<file path="src/rtl/wb_slave_regbank_if.sv">
// Wishbone classic bus bundle between a master and the register-bank slave.
interface wb_slave_regbank_if #(
  parameter int unsigned g_data_width = 32,
  parameter int unsigned g_addr_width = 32
) ();
  logic [g_addr_width-1:0]   wb_adr_i;
  logic [g_data_width-1:0]   wb_dat_i;
  logic [g_data_width-1:0]   wb_dat_o;
  logic [g_data_width/8-1:0] wb_sel_i;
  logic                      wb_cyc_i;
  logic                      wb_stb_i;
  logic                      wb_we_i;
  logic                      wb_ack_o;
  logic                      wb_stall_o;

  modport master (
    output wb_adr_i, wb_dat_i, wb_sel_i, wb_cyc_i, wb_stb_i, wb_we_i,
    input  wb_dat_o, wb_ack_o, wb_stall_o
  );

  modport slave (
    input  wb_adr_i, wb_dat_i, wb_sel_i, wb_cyc_i, wb_stb_i, wb_we_i,
    output wb_dat_o, wb_ack_o, wb_stall_o
  );
endinterface

</file>
<file path="src/rtl/wb_slave_regbank.sv">
// Wishbone classic slave terminating single transfers into a register bank,
// with byte-lane writes, fixed wait states, cycle abort and a side read port.
module wb_slave_regbank #(
  parameter int unsigned               g_data_width  = 32,
  parameter int unsigned               g_addr_width  = 32,
  parameter int unsigned               g_num_regs    = 16,
  parameter int unsigned               g_wait_states = 0,
  parameter logic [g_data_width-1:0]   g_reset_value = '0
) (
  input  logic                          clk_i,
  input  logic                          rst_n_i,
  wb_slave_regbank_if.slave             wb,
  output logic                          wr_o,
  output logic [$clog2(g_num_regs)-1:0] wr_idx_o,
  input  logic [$clog2(g_num_regs)-1:0] reg_idx_i,
  output logic [g_data_width-1:0]       reg_dat_o
);
  localparam int unsigned IDX_W = $clog2(g_num_regs);
  localparam int unsigned NSEL  = g_data_width / 8;

  typedef enum logic [1:0] {S_IDLE, S_WAIT, S_ACK} state_t;

  state_t                  state_q, state_d;
  logic [2:0]              cnt_q, cnt_d;
  logic [IDX_W-1:0]        idx_q, idx_d;
  logic [g_data_width-1:0] wdat_q, wdat_d;
  logic [NSEL-1:0]         sel_q, sel_d;
  logic                    we_q, we_d;
  logic [g_data_width-1:0] rdat_q, rdat_d;
  logic                    wr_q, wr_d;
  logic [IDX_W-1:0]        wr_idx_q, wr_idx_d;
  logic [g_data_width-1:0] regs_q [g_num_regs];
  logic [g_data_width-1:0] regs_d [g_num_regs];

  logic [IDX_W-1:0] adr_idx;
  assign adr_idx = wb.wb_adr_i[IDX_W-1:0];

  // Upper address bits only alias onto the bank.
  if (g_addr_width > IDX_W) begin : g_adr_hi
    logic unused_adr_hi;
    assign unused_adr_hi = ^wb.wb_adr_i[g_addr_width-1:IDX_W];
  end

  always_ff @(posedge clk_i or negedge rst_n_i) begin
    if (!rst_n_i) state_q <= S_IDLE;
    else          state_q <= state_d;
  end

  always_ff @(posedge clk_i or negedge rst_n_i) begin
    if (!rst_n_i) begin
      cnt_q    <= '0;
      idx_q    <= '0;
      wdat_q   <= '0;
      sel_q    <= '0;
      we_q     <= 1'b0;
      rdat_q   <= '0;
      wr_q     <= 1'b0;
      wr_idx_q <= '0;
      for (int unsigned i = 0; i < g_num_regs; i++) regs_q[i] <= g_reset_value;
    end else begin
      cnt_q    <= cnt_d;
      idx_q    <= idx_d;
      wdat_q   <= wdat_d;
      sel_q    <= sel_d;
      we_q     <= we_d;
      rdat_q   <= rdat_d;
      wr_q     <= wr_d;
      wr_idx_q <= wr_idx_d;
      regs_q   <= regs_d;
    end
  end

  always_comb begin
    state_d  = state_q;
    cnt_d    = cnt_q;
    idx_d    = idx_q;
    wdat_d   = wdat_q;
    sel_d    = sel_q;
    we_d     = we_q;
    rdat_d   = rdat_q;
    wr_d     = 1'b0;
    wr_idx_d = wr_idx_q;
    regs_d   = regs_q;
    unique case (state_q)
      S_IDLE: begin
        if (wb.wb_cyc_i && wb.wb_stb_i) begin
          idx_d  = adr_idx;
          wdat_d = wb.wb_dat_i;
          sel_d  = wb.wb_sel_i;
          we_d   = wb.wb_we_i;
          cnt_d  = 3'(g_wait_states);
          if (g_wait_states == 0) begin
            state_d = S_ACK;
            rdat_d  = regs_q[adr_idx];
          end else begin
            state_d = S_WAIT;
          end
        end
      end
      S_WAIT: begin
        if (!wb.wb_cyc_i) begin
          state_d = S_IDLE;
        end else if (cnt_q == 3'd1) begin
          state_d = S_ACK;
          rdat_d  = regs_q[idx_q];
        end else begin
          cnt_d = cnt_q - 3'd1;
        end
      end
      S_ACK: begin
        state_d = S_IDLE;
        if (we_q && (sel_q != '0)) begin
          for (int unsigned i = 0; i < NSEL; i++)
            if (sel_q[i]) regs_d[idx_q][8*i +: 8] = wdat_q[8*i +: 8];
          wr_d     = 1'b1;
          wr_idx_d = idx_q;
        end
      end
      default: state_d = S_IDLE;
    endcase
  end

  always_comb begin
    wb.wb_ack_o   = 1'b0;
    wb.wb_stall_o = 1'b1;
    wb.wb_dat_o   = '0;
    unique case (state_q)
      S_IDLE:  wb.wb_stall_o = 1'b0;
      S_ACK: begin
        wb.wb_ack_o = 1'b1;
        wb.wb_dat_o = rdat_q;
      end
      default: ;
    endcase
  end

  assign wr_o      = wr_q;
  assign wr_idx_o  = wr_idx_q;
  assign reg_dat_o = regs_q[reg_idx_i];
endmodule
</file>
<file path="src/flat_wrapper.sv">
// flat-port wrapper written by rule: the top's interface ports become plain ports
module wb_slave_regbank_flat 
#(
  parameter int unsigned               g_data_width  = 32,
  parameter int unsigned               g_addr_width  = 32,
  parameter int unsigned               g_num_regs    = 16,
  parameter int unsigned               g_wait_states = 0,
  parameter logic [g_data_width-1:0]   g_reset_value = '0
)
  (clk_i, rst_n_i, wr_o, wr_idx_o, reg_idx_i, reg_dat_o, wb_wb_adr_i, wb_wb_dat_i, wb_wb_sel_i, wb_wb_cyc_i, wb_wb_stb_i, wb_wb_we_i, wb_wb_dat_o, wb_wb_ack_o, wb_wb_stall_o);
  wb_slave_regbank_if #(.g_data_width(g_data_width), .g_addr_width(g_addr_width)) wb_i ();
  input  logic clk_i;
  input  logic rst_n_i;
  output logic wr_o;
  output logic [$clog2(g_num_regs)-1:0] wr_idx_o;
  input  logic [$clog2(g_num_regs)-1:0] reg_idx_i;
  output logic [g_data_width-1:0] reg_dat_o;
  input wire logic [$bits(wb_i.wb_adr_i)-1:0] wb_wb_adr_i;
  input wire logic [$bits(wb_i.wb_dat_i)-1:0] wb_wb_dat_i;
  input wire logic [$bits(wb_i.wb_sel_i)-1:0] wb_wb_sel_i;
  input wire logic [$bits(wb_i.wb_cyc_i)-1:0] wb_wb_cyc_i;
  input wire logic [$bits(wb_i.wb_stb_i)-1:0] wb_wb_stb_i;
  input wire logic [$bits(wb_i.wb_we_i)-1:0] wb_wb_we_i;
  output wire logic [$bits(wb_i.wb_dat_o)-1:0] wb_wb_dat_o;
  output wire logic [$bits(wb_i.wb_ack_o)-1:0] wb_wb_ack_o;
  output wire logic [$bits(wb_i.wb_stall_o)-1:0] wb_wb_stall_o;
  assign wb_i.wb_adr_i = wb_wb_adr_i;
  assign wb_i.wb_dat_i = wb_wb_dat_i;
  assign wb_i.wb_sel_i = wb_wb_sel_i;
  assign wb_i.wb_cyc_i = wb_wb_cyc_i;
  assign wb_i.wb_stb_i = wb_wb_stb_i;
  assign wb_i.wb_we_i = wb_wb_we_i;
  assign wb_wb_dat_o = wb_i.wb_dat_o;
  assign wb_wb_ack_o = wb_i.wb_ack_o;
  assign wb_wb_stall_o = wb_i.wb_stall_o;
  wb_slave_regbank #(.g_data_width(g_data_width), .g_addr_width(g_addr_width), .g_num_regs(g_num_regs), .g_wait_states(g_wait_states), .g_reset_value(g_reset_value)) u_core (.clk_i(clk_i), .rst_n_i(rst_n_i), .wb(wb_i), .wr_o(wr_o), .wr_idx_o(wr_idx_o), .reg_idx_i(reg_idx_i), .reg_dat_o(reg_dat_o));
endmodule
</file>
<file path="config.mk">
export PLATFORM = sky130hd
export DESIGN_NAME = wb_slave_regbank_flat
export DESIGN_NICKNAME = d
export VERILOG_FILES = /design/src/rtl/wb_slave_regbank_if.sv /design/src/rtl/wb_slave_regbank.sv /design/src/flat_wrapper.sv
export SDC_FILE = /design/constraint.sdc
export NUM_CORES = 1
export LEC_CHECK = 0
export ABC_AREA = 1
export CAP_MARGIN = 30
export CORE_MARGIN = 3
export CORE_UTILIZATION = 30
export DETAILED_ROUTE_END_ITERATION = 8
export GPL_TIMING_DRIVEN = 1
export PLACE_DENSITY = 0.53
export SYNTH_ARGS = -nofsm -noshare
export SYNTH_HDL_FRONTEND = slang
export SYNTH_SLANG_ARGS = --single-unit
</file>
<file path="constraint.sdc">
create_clock -name clk_i -period 3.6 [get_ports clk_i]
set_input_delay 1.08 -clock clk_i [delete_from_list [all_inputs] [get_ports clk_i]]
set_output_delay 1.08 -clock clk_i [all_outputs]
set_load 0.01 [all_outputs]
</file>
==> flow_summary.ini <==
[clock_tree]
cts_made_buffers = 71
clock_path_buffers = 3
htree_levels = 3
cts_root_buffer = clkbuf_16
insertion_delay_ns = 0.62
clock-sinks = 591
path_clk_slew_ns = 0.06
cts_tree = yes
post-cts-setup-buffers = 0

[global_routing]
grt_pass1_wl_mm = 176
grt_pass1_vias = 27400
grt_start_max_net_pins = 105
use_met3_pct = 3.20
antenna_found_initial = 2
grt_util_met2_pct = 31.2
grt_usage_pct = 20.4
use_met1_pct = 29.4
gr-max-usage-layer = met2
overflow = 0

[worst_setup_path]
worstSetupEndpointType = output port
worstPathMaxFanout = 24
worstPathRequired_ns = 2.52
worstSetupStartpointType = input port
critical_path_class = in -> out
worstPathArrival_ns = 2.50

[route]
wl_mm = 115
drc = 0
dr.pass1.iters = 6
drt.antenna.violating_nets = 0
vias = 29200
vias_per_cell = 5.09
drtIter0Drc = 2894
wl_per_cell_um = 20.0

[die]
fp.dieH_um = 334
initial_core_util_pct = 30.5
rows = 119
die_x_um = 334
core_area_mm2 = 0.106
boundaryPins = 148
die-area_mm2 = 0.112

[sta]
max-slew-margin-rel_pct = 47.7
min_period_ns = 3.58
setup_viol = 0
tightest_slew_ns = 0.784
fin_crit_sh_pct = 99.4
grt_setup_unrepaired = true
fin_worst_skew_ns = 0.0227
hold_viol = 0
fmax_ghz = 0.280
slew_violations = 0

[yosys]
yosysTopAreaCell = dfrtp_1
synth_cell_type_count = 23
yosysWarnings = 0
synth_area_leaders = dfrtp_1 (46%), nand2_1 (16%), nand3_1 (7.6%)
synth_fp_nets = 4377
ys_ff_latch = 591
syn_area_mm2 = 0.0323
yosysTopAreaCellShare_pct = 45.8
yosysSeqAreaShare_pct = 45.8
synth_area_per_cell_um2 = 7.51
netlist_instances = 4300

[power]
vdd_ir_drop_max_mv = 0.318
p_leak_nw = 17.0
power_mw = 17.5
p_per_area_mw_per_mm2 = 466

[layout]
syn_to_final_growth_pct = 16.3
multi_input_area_mm2 = 0.0146
register_area_mm2 = 0.0148
layout_commonest_cell = nand2_1
nets = 4374
drive_gt1_share_pct = 8.81
final_cell_mix = nand2_1 (1383), dfrtp_1 (590), nand3_1 (488)
fill_cells = 11300
final_cells = 5738

[place]
port_buffers = 119
dp_hpwl_mm = 70.3
gp_congestion = 0.836
dp_cells = 5613

[run_status]
status = finished, final reports clean

[hold_path]
hold_path_class = in -> async

[job]
maxCapViolations = 0
## timing repair
item / in CTS / in global routing
gates resized for setup: 50 / 19
endpoints found under the setup margin: 38 / 13
hold buffers: 0 / 0
pin swaps: 2 / 2
cloned: 1 / 1
## cell usage after synthesis (all sizes together)
| cell | n |
|---|---|
| clkbuf | 149 |
| nor2 | 62 |
| nor3 | 1 |
| o211ai | 200 |
| nand3 | 493 |
| o21ai | 715 |
| inv | 334 |
| dfrtp | 591 |
| nand2 | 1441 |
| a21oi | 129 |
| buf | 185 |
## flip-flops by register name, indices dropped and copies added, names as in the netlist, 4 cells and up
register,cells
u_core.idx_q,4
u_core.rdat_q,32
u_core.regs_q,512
u_core.sel_q,4
u_core.wdat_q,32
u_core.wr_idx_o,4
## cell type report
cell class              instances  share of cell area [%]
diodes                          1                 0.00666
clock buffers                 109                    5.78
clock inverters                13                   0.373
inverters                     334                    3.36
multi-input cells            3041                    38.8
flip-flops and latches        591                    39.4
well taps                    1391                    4.63
repair buffers                258                    7.68
## routing by layer
metal | vias to the layer above | routed length (um)
li1 | 14200 | -
met1 | 13900 | 54200
met2 | 940 | 50300
met3 | 191 | 6960
met4 | 2 | 3300
met5 | - | 13
## per-stage QoR
step | hold WS [ns] | setup WS (ns) | setup TNS (ns) | area (um2) | util, %
detailed placement | 0.468 | -0.291 | -6.70 | 35200 | 33.2
global placement | 0.467 | -0.277 | -6.65 | 35200 | 33.2
CTS | 0.398 | -0.168 | -0.316 | 37500 | 35.4
floorplan | 0.449 | 0.293 | 0 | 32300 | -
global route | 0.412 | -0.0465 | -0.120 | 37600 | 35.5
finish | 0.418 | 0.0225 | 0 | 37600 | 35.5
## logic make-up (layout without fill, tap and decap cells)
group	Yosys count	in the layout	share of synthesized area (%)
simple gates	1997	1997	26.8
compound gates	1044	1044	18.2
other cells	0	1	0
buf+inv	668	714	9.27
flops	591	591	45.8
## worst max-delay path: stages
cell and delay (ns):
buf_8 0.11, buf_12 0.16, bufbuf_16 0.32, a21oi_1 0.16, o21ai_0 0.10, nand3_1 0.08, nand3_1 0.08, nand2_2 0.11
dlygate4sd2_1 0.27
## report_power, final
| group | internal, mW | leakage (nW) | total (mW) | switching [mW] |
|---|---|---|---|---|
| clock network | 4.34 | 1.15 | 7.23 | 2.89 |
| logic | 0.909 | 7.72 | 2.78 | 1.87 |
| registers | 7.16 | 8.11 | 7.52 | 0.366 |
## final timing paths
| check | from | slack, ns | endpoint | depth (start not counted) |
|---|---|---|---|---|
| hold reg to reg | u_core.rdat_q[25] | 0.48 | u_core.rdat_q[25] | 2 |
| hold / removal | rst_n_i | 0.42 | u_core.regs_q[189] | 1 |
| setup / recovery | reg_idx_i[0] | 0.02 | reg_dat_o[25] | 9 |
| min in group clk_i | u_core.rdat_q[25] | 0.48 | u_core.rdat_q[25] | 2 |
| setup reg to reg | u_core.state_q[1] | 0.66 | u_core.regs_q[454] | 5 |
| max in group asynchronous | rst_n_i | 2.15 | u_core.regs_q[499] | 2 |
(Power assumes the default switching activity.)
